## config.mk

```make
export PLATFORM = sky130hd
export DESIGN_NAME = operand_register_file
export DESIGN_NICKNAME = d
export VERILOG_FILES = /design/src/rtl/operand_register_file_pkg.sv /design/src/rtl/operand_register_file_register16.sv /design/src/rtl/operand_register_file.sv
export SDC_FILE = /design/constraint.sdc
export NUM_CORES = 1
export LEC_CHECK = 0
export ABC_AREA = 1
export CAP_MARGIN = 10
export CORE_MARGIN = 5
export CORE_UTILIZATION = 25
export CTS_CLUSTER_SIZE = 28
export DETAILED_ROUTE_END_ITERATION = 12
export PLACE_DENSITY = 0.4
export SYNTH_ARGS = -nofsm -noshare
export SYNTH_HDL_FRONTEND = slang
export SYNTH_SLANG_ARGS = --single-unit
```

## constraint.sdc

```tcl
create_clock -name Clock -period 2.3 [get_ports Clock]
set_input_delay 0.23 -clock Clock [delete_from_list [all_inputs] [get_ports Clock]]
set_output_delay 0.23 -clock Clock [all_outputs]
set_load 0.005 [all_outputs]
```

## src/rtl/operand_register_file_pkg.sv

```systemverilog
// Shared encodings for the operand register file: register operations
// and the 3-bit source selects used by the two read ports.
package operand_register_file_pkg;

  localparam int unsigned DATA_W   = 16;
  localparam int unsigned NUM_REGS = 8;
  localparam int unsigned SEL_W    = 3;
  localparam int unsigned FUN_W    = 3;

  // Operation applied by every enabled register on a clock edge.
  typedef enum logic [FUN_W-1:0] {
    DEC         = 3'b000,  // value - 1, wraps 0000 -> FFFF
    INC         = 3'b001,  // value + 1, wraps FFFF -> 0000
    LOAD        = 3'b010,  // load full word I
    CLR         = 3'b011,  // clear to zero
    LOADLO_CLR  = 3'b100,  // {00, I[7:0]}
    WRLO        = 3'b101,  // replace low byte, keep high byte
    WRHI        = 3'b110,  // replace high byte with I[7:0], keep low byte
    LOADLO_SEXT = 3'b111   // sign-extended I[7:0]
  } fun_sel_e;

  // Read-port source select: general registers first, then scratch.
  typedef enum logic [SEL_W-1:0] {
    SEL_R1 = 3'b000,
    SEL_R2 = 3'b001,
    SEL_R3 = 3'b010,
    SEL_R4 = 3'b011,
    SEL_S1 = 3'b100,
    SEL_S2 = 3'b101,
    SEL_S3 = 3'b110,
    SEL_S4 = 3'b111
  } reg_sel_e;

endpackage

```

## src/rtl/operand_register_file_register16.sv

```systemverilog
// One 16-bit register with an active-high enable; applies FunSel on each
// rising edge while enabled. Unknown FunSel codes leave the value held.
module register16
  import operand_register_file_pkg::*;
#(
  parameter int WIDTH = 16
) (
  input  logic             Clock,
  input  logic             Reset,
  input  logic             E,
  input  logic [FUN_W-1:0] FunSel,
  input  logic [WIDTH-1:0] I,
  output logic [WIDTH-1:0] Q
);

  logic [WIDTH-1:0] value_q;
  logic [WIDTH-1:0] value_d;

  // Next-value selection; byte operations split the word at bit 8.
  always_comb begin
    value_d = value_q;
    if (E) begin
      case (fun_sel_e'(FunSel))
        DEC:         value_d = value_q - WIDTH'(1);
        INC:         value_d = value_q + WIDTH'(1);
        LOAD:        value_d = I;
        CLR:         value_d = '0;
        LOADLO_CLR:  value_d = {{(WIDTH-8){1'b0}}, I[7:0]};
        WRLO:        value_d = {value_q[WIDTH-1:8], I[7:0]};
        WRHI:        value_d = {I[7:0], value_q[7:0]};
        LOADLO_SEXT: value_d = {{(WIDTH-8){I[7]}}, I[7:0]};
        default:     value_d = value_q;
      endcase
    end
  end

  // State register; reset clears without waiting for the clock.
  always_ff @(posedge Clock or negedge Reset) begin
    if (!Reset) begin
      value_q <= '0;
    end else begin
      value_q <= value_d;
    end
  end

  assign Q = value_q;

endmodule

```

## src/rtl/operand_register_file.sv

```systemverilog
// Operand register file: general registers R1-R4 and scratch registers
// S1-S4, active-low write enables, two combinational read ports.
module operand_register_file
  import operand_register_file_pkg::*;
#(
  parameter int WIDTH = 16  // byte operations assume a 16-bit word
) (
  input  logic             Clock,
  input  logic             Reset,
  input  logic [WIDTH-1:0] I,
  input  logic [SEL_W-1:0] OutASel,
  input  logic [SEL_W-1:0] OutBSel,
  input  logic [FUN_W-1:0] FunSel,
  input  logic [3:0]       RegSel,
  input  logic [3:0]       ScrSel,
  output logic [WIDTH-1:0] OutA,
  output logic [WIDTH-1:0] OutB
);

  // Index 0..7 follows the read-select encoding: R1..R4, then S1..S4.
  logic [WIDTH-1:0] reg_value [NUM_REGS];
  logic [NUM_REGS-1:0] reg_enable;

  genvar gi;
  generate
    for (gi = 0; gi < NUM_REGS; gi++) begin : g_reg
      // Select bits are MSB-first (bit3 = R1/S1), and active-low.
      if (gi < 4) begin : g_gen
        assign reg_enable[gi] = ~RegSel[3-gi];
      end else begin : g_scr
        assign reg_enable[gi] = ~ScrSel[7-gi];
      end

      register16 #(
        .WIDTH (WIDTH)
      ) u_reg (
        .Clock  (Clock),
        .Reset  (Reset),
        .E      (reg_enable[gi]),
        .FunSel (FunSel),
        .I      (I),
        .Q      (reg_value[gi])
      );
    end
  endgenerate

  // Read ports show current contents; a write appears after its edge.
  always_comb begin
    OutA = reg_value[OutASel];
    OutB = reg_value[OutBSel];
  end

endmodule
```

After elaboration in Yosys (flattened, before gate mapping)
Index checks and enable logic that the tools add are counted.

word-level totals
  bits in registers = 128
  logic and storage cells = 84
  output and inout bits = 32

operators by class
  multiplexer cells = 14
  add/subtract/negate cells = 16
  magnitude comparators = 2
  equality and inequality tests = 7
  bitwise gates (word level) = 12
  reduce and logical (&&, ||, !) cells = 17

operators by type and width
  cell                                                      number
  one-hot mux 16 bit (8 select lines)                       8
  adder 16 x 1 -> 16 bit, second input constant             8
  subtractor 16 x 1 -> 16 bit, second input constant        8
  binary-select mux 16 bit (select 3 bit)                   2
  two-way mux 16 bit                                        4
  AND reduction 2 bit                                       16
  == test 3 bit, second input constant                      4
  NOT 1 bit                                                 10
  greater-or-equal comparator 4 bit, second input constant  2
  NOT 3 -> 4 bit                                            2
  == test 3 x 2 -> 1 bit, second input constant             2
  == test 3 x 1 -> 1 bit, second input constant             1
  logical NOT 3 bit                                         1

Logic depth before layout (Yosys ltp)
  depth in word-level cells = 4
  depth in mapped cells = 14

Cells and area by module
A second synthesis with hierarchy kept.

unflattened totals
  cell total of the unflattened synthesis = 3,120
  area total of the unflattened synthesis = 17,563.1 um^2

modules (own cells, without submodules)
  module                            cells each  instances  area an instance (um^2)
  register16 at g_reg[2].u_reg ...  298         6          1,813.0
  register16 at g_reg[0].u_reg ...  300         2          1,803.0
  operand_register_file             732         1          3,079.2

Worst setup path after synthesis
OpenSTA, ideal clock, no wires.

  kind = in2reg
  start = in FunSel[1]
  end = reg g_reg[6].u_reg.value_q[8]
  path slack = -1.510 ns
  arrival time = 3.733 ns
  data required time = 2.223 ns
  buffers on the path = 1
  cell stages on the path = 11
  path through = buf_4 nor2_2 nand2_2 inv_1 fa_1 o21ai_0 nand2_1 nand2_1 xor2_1 nand2_1 a21oi_1

on the way
  cells in the longest elaborated chain, start to end = 3

RTL lines
  what                                                                                         RTL line                                RTL
  start, declared                                                                              operand_register_file.sv:13             input logic [FUN_W-1:0] FunSel,
  parallel branches: the longest is 3 deep, another holds one-hot mux 16 bit (8 select lines)  -
  end signal, assigned                                                                         operand_register_file_register16.sv:42  value_q <= value_d;
  end, declared                                                                                operand_register_file_register16.sv:16  logic [WIDTH-1:0] value_q;

Parallel ways; which one is timed is not known.
A chain may end at the register's enable or synchronous reset.

Worst setup path after layout
  start = reg g_reg[6].u_reg.value_q[3]
  end = out OutB[3]

on the way
  cells in the longest elaborated chain, start to end = 3

RTL lines
  what                                                    RTL line                     RTL
  binary-select mux 16 bit (select 3 bit)                 operand_register_file.sv:50  OutB = reg_value[OutBSel];
  two-way mux 16 bit (not written as such) (2 in series)  operand_register_file.sv:50
  end, declared                                           operand_register_file.sv:17  output logic [WIDTH-1:0] OutB

Every way passes these cells. The select of a mux whose other input is x is not followed.

==> results.txt <==
----------------------------------------------------
[STA]
  RSZ-0062 raised after global routing ... true
  Actual transition at the worst max-transition pin ... 464 ps
  Fin Clk Skew ... 11.5 ps
  Max-slew violation count ... 0
  Upper clock frequency limit ... 0.444 GHz
  Setup violators final ... 0
  Hold Slack ... 189 ps
  Slew headroom ... 69.1%
  Final-report hold violation count ... 0
  Total negative slack ... 0 ps
  Share of the clock period used by the worst path ... 98.0%
  Final worst-path setup slack ... 46.8 ps
  Final worst path period need ... 2250 ps

[Global route]
  Via count of the first global-routing pass ... 16,600
  Largest net degree at the start of global routing ... 69
  Met2 routing resource usage after global routing ... 32.4%
  Overflow left after global routing ... 0
  Met1 Track Usage GR ... 28.1%
  Global-route wire length before repair ... 101,000 um
  Met3 Track Usage GR ... 3.08%
  Aggregate global-route resource usage ... 20.1%
  Number of antenna violations at the first check in global routing ... 6
  GR peak layer ... met2

[Min path]
  Class of the tightest hold or removal check ... in -> async

[Die]
  Boundary pin count ... 67
  Die width ... 256 um
  Row count ... 90
  Core area ... 0.0602 sq mm
  Starting utilization of the core area ... 25.2%
  Area of the die ... 0.0657 sq mm
  Height of the chip ... 256 um

[Synth]
  Post-Syn Instances ... 2,598
  Post-synthesis area per instance ... 5.84 sq um
  Warnings, synthesis ... 0
  Number of enable-type register cells in the synthesized netlist ... 0
  Number of distinct standard cells referenced by the synthesized netlist ... 32
  Netlist area before placement ... 0.0152 sq mm
  Most numerous cell in the Yosys netlist ... sky130_fd_sc_hd__nand2_1
  Synthesized flop and latch total ... 128
  Register area share after synthesis ... 21.1%
  Most area-consuming cells after synthesis ... sky130_fd_sc_hd__dfrtp_1 21%, sky130_fd_sc_hd__nand2_1 19%, sky130_fd_sc_hd__inv_1 11%
  Async S/R FF share, synth ... 100%
  Synth Net Count ... 2,766
  Area fraction of the dominant cell type after synthesis ... 21.1%
  Most area-hungry cell type in the Yosys netlist ... sky130_fd_sc_hd__dfrtp_1
  Synth Flop Type ... sky130_fd_sc_hd__dfrtp_1
  Leading cell types by count after synthesis ... 768 x sky130_fd_sc_hd__nand2_1, 426 x sky130_fd_sc_hd__inv_1, 281 x sky130_fd_sc_hd__nor2_1

[Setup path]
  Worst-path cell with the longest stage delay ... sky130_fd_sc_hd__dfrtp_2
  Classification of the worst setup path ... reg -> out
  Critical path launch point type ... flip-flop
  Startpoint of the most critical register-to-register path ... g_reg[6].u_reg.Q[3]
  Crit path buffers/inverters ... 3
  Critical path arrival ... 2020 ps
  Cell chain of the critical path ... buf_4 > o21ai_2 > o21ai_1 > a21oi_2 > a31oi_2 > buf_4 > dlygate4sd2_1
  Most used cell, CP ... sky130_fd_sc_hd__buf_4
  End of the worst register-to-register path ... g_reg[6].u_reg.Q[8]
  Delay of the slowest cell on the worst path ... 400 ps
  R2R depth ... 10
  Critical path fanouts, max ... 2
  Worst path required time ... 2070 ps
  R2r setup slk ... 320 ps
  Endpoint class of the critical path ... primary output
  Cell class contributing the biggest share of worst-path delay ... compound AO/OA/AOI/OAI gates

[Power]
  Net switching power of the design ... 6320 uW
  Worst IR Drop VDD ... 0.476 mV
  Flop pwr share ... 22.7%
  Internal power of the cells ... 7520 uW
  Switching fraction of total power ... 45.6%
  Clk network pwr share ... 20.6%
  Total power draw ... 13,800 uW
  Power Density ... 677 mW/mm^2
  Leakage power total ... 0.0106 uW
  Logic pwr share ... 56.8%

[Cells and area]
  Proportion of layout cells with a drive suffix above 1 ... 18.6%
  Number of flip-flops in the largest register ... 128
  Diode count ... 0
  Fillers ... 6,660
  Relative area change from synthesis to final layout ... 34.7%
  Layout net count ... 3,061

[Clock network]
  Clk slew on worst S/H paths ... 60 ps
  Maximum root-to-sink buffer count ... 2
  TritonCTS clock tree ... yes
  Root buffer cell ... sky130_fd_sc_hd__clkbuf_16
  Clock network latency to the later pin of the worst-skew pair ... 480 ps
  Sink Count ... 128
  Number of H-tree levels ... 4
  Number of buffers created by CTS ... 17

[Placement]
  Placer's final routability congestion estimate ... 0.979
  Detailed-placement wirelength estimate ... 51,500 um
  Count of port buffers added during placement ... 66
  Pre-CTS setup slack ... -453 ps

[Route]
  Vias ... 17,500
  Final WL ... 67,400 um
  1st-iter DRT viols ... 1,408
  Drt wl/cell ... 18.3 um
  Count of nets left with antenna violations after detail routing ... 0
  Via density ... 4.75
  First-pass iteration count of the detailed router ... 5
  Number of remaining DRC errors ... 0

[Run status]
  Outcome ... finished, final reports clean

[Flow run]
  Max capacitance violation total ... 0

----------------------------------------------------
-- what timing repair did --
action | 4_1_cts | 5_1_grt
gates cloned | 1 | 0
hold endpoints to repair | 30 | 0
endpoints found under the setup margin | 32 | 41
pin swaps | 25 | 10
hold buffers | 1 | 0
setup buffers | 45 | 7
resized for setup | 173 | 75
-- per-layer routing --
layer  up-vias  part of all wire (%)
met5         -                     0
met4         0                   2.6
met3        71                   4.6
met2       395                    45
met1      8099                    48
li1       8956                     -
-- cells in the final DEF, fill, tap and decap left out, types with 4 or more instances in the layout --
cell	n
sky130_fd_sc_hd__nand2_1	758
sky130_fd_sc_hd__inv_1	401
sky130_fd_sc_hd__nor2_1	280
sky130_fd_sc_hd__buf_4	249
sky130_fd_sc_hd__a21oi_1	204
sky130_fd_sc_hd__nand3_1	132
sky130_fd_sc_hd__o21ai_0	120
sky130_fd_sc_hd__dfrtp_1	112
sky130_fd_sc_hd__ha_1	93
sky130_fd_sc_hd__a31oi_1	51
sky130_fd_sc_hd__o21ai_1	46
sky130_fd_sc_hd__inv_2	35
sky130_fd_sc_hd__clkdlybuf4s50_1	29
sky130_fd_sc_hd__buf_12	29
sky130_fd_sc_hd__a21oi_2	28
sky130_fd_sc_hd__ha_4	25
sky130_fd_sc_hd__nor3_1	24
sky130_fd_sc_hd__dlygate4sd2_1	23
sky130_fd_sc_hd__nand3_2	22
sky130_fd_sc_hd__o211ai_1	20
sky130_fd_sc_hd__o21ai_2	19
sky130_fd_sc_hd__xor2_1	19
sky130_fd_sc_hd__nand3b_1	18
sky130_fd_sc_hd__nand2_2	17
sky130_fd_sc_hd__clkbuf_16	17
sky130_fd_sc_hd__dfrtp_2	16
sky130_fd_sc_hd__nand4_1	14
sky130_fd_sc_hd__a31oi_2	11
sky130_fd_sc_hd__fa_2	8
sky130_fd_sc_hd__nand2_4	7
sky130_fd_sc_hd__o221ai_2	7
sky130_fd_sc_hd__ha_2	7
sky130_fd_sc_hd__clkinv_2	6
sky130_fd_sc_hd__o21ai_4	4
sky130_fd_sc_hd__xnor2_1	4
sky130_fd_sc_hd__dlymetal6s2s_1	4
-- cell families after synthesis --
family,Yosys count,share of synthesized area [%]
buffers and inverters,510,12.8
AOI/OAI and AO/OA,522,18.7
adders and majority gates,133,11.4
and+or+nand+nor,1282,34.7
xor gates and xnor gates,23,1.33
DFF,128,21.1
-- power groups by stage --
stage	registers [uW]	clock network [uW]	logic (uW)
after floorplan	2940	0	4510
after global placement	3190	0	7200
after detailed placement	3190	0	7210
after CTS	3120	2930	7610
after global routing	3190	3000	8870
final	3140	2850	7850
-- worst reg2reg max path, delay by kind of cell (launching register included) --
kind            cells  cell delay (ps)
xor+xnor            1              180
buf+inv             2              310
simple gates        4              300
flops               1              440
fa+ha+maj           1              300
compound gates      2              350
-- stage by stage --
step	instances	instance area, sq um	util, %
3_3_place_gp	3603	18700	31.1
3_5_place_dp	3603	18700	31.1
6_report	3688	20400	33.9
2_1_floorplan	2598	15400	-
4_1_cts	3682	19900	33.1
5_1_grt	3688	20400	33.9
-- area by class of cell --
class / instances / area, sq um / share of cell area (%)
clock inverter: 11 / 115 / 0.563
timing repair buffer: 346 / 3120 / 15.3
sequential: 128 / 3220 / 15.8
clock buffer: 21 / 450 / 2.20
inverter: 440 / 1660 / 8.14
multi-input combinational: 1960 / 10900 / 53.3
tap: 782 / 978 / 4.79
-- worst max path at each step --
stage                         from                   end  cells past startpoint
6_report       g_reg[6].u_reg.Q[3]               OutB[3]                      7
5_1_grt                  FunSel[0]  g_reg[7].u_reg.Q[14]                     15
4_1_cts        g_reg[4].u_reg.Q[1]               OutB[1]                      7
3_5_place_dp            OutBSel[1]               OutB[1]                      9
3_3_place_gp            OutBSel[1]               OutB[1]                      9
2_1_floorplan            FunSel[1]   g_reg[4].u_reg.Q[8]                     13
Note: power is estimated with default switching activity, not from simulation.
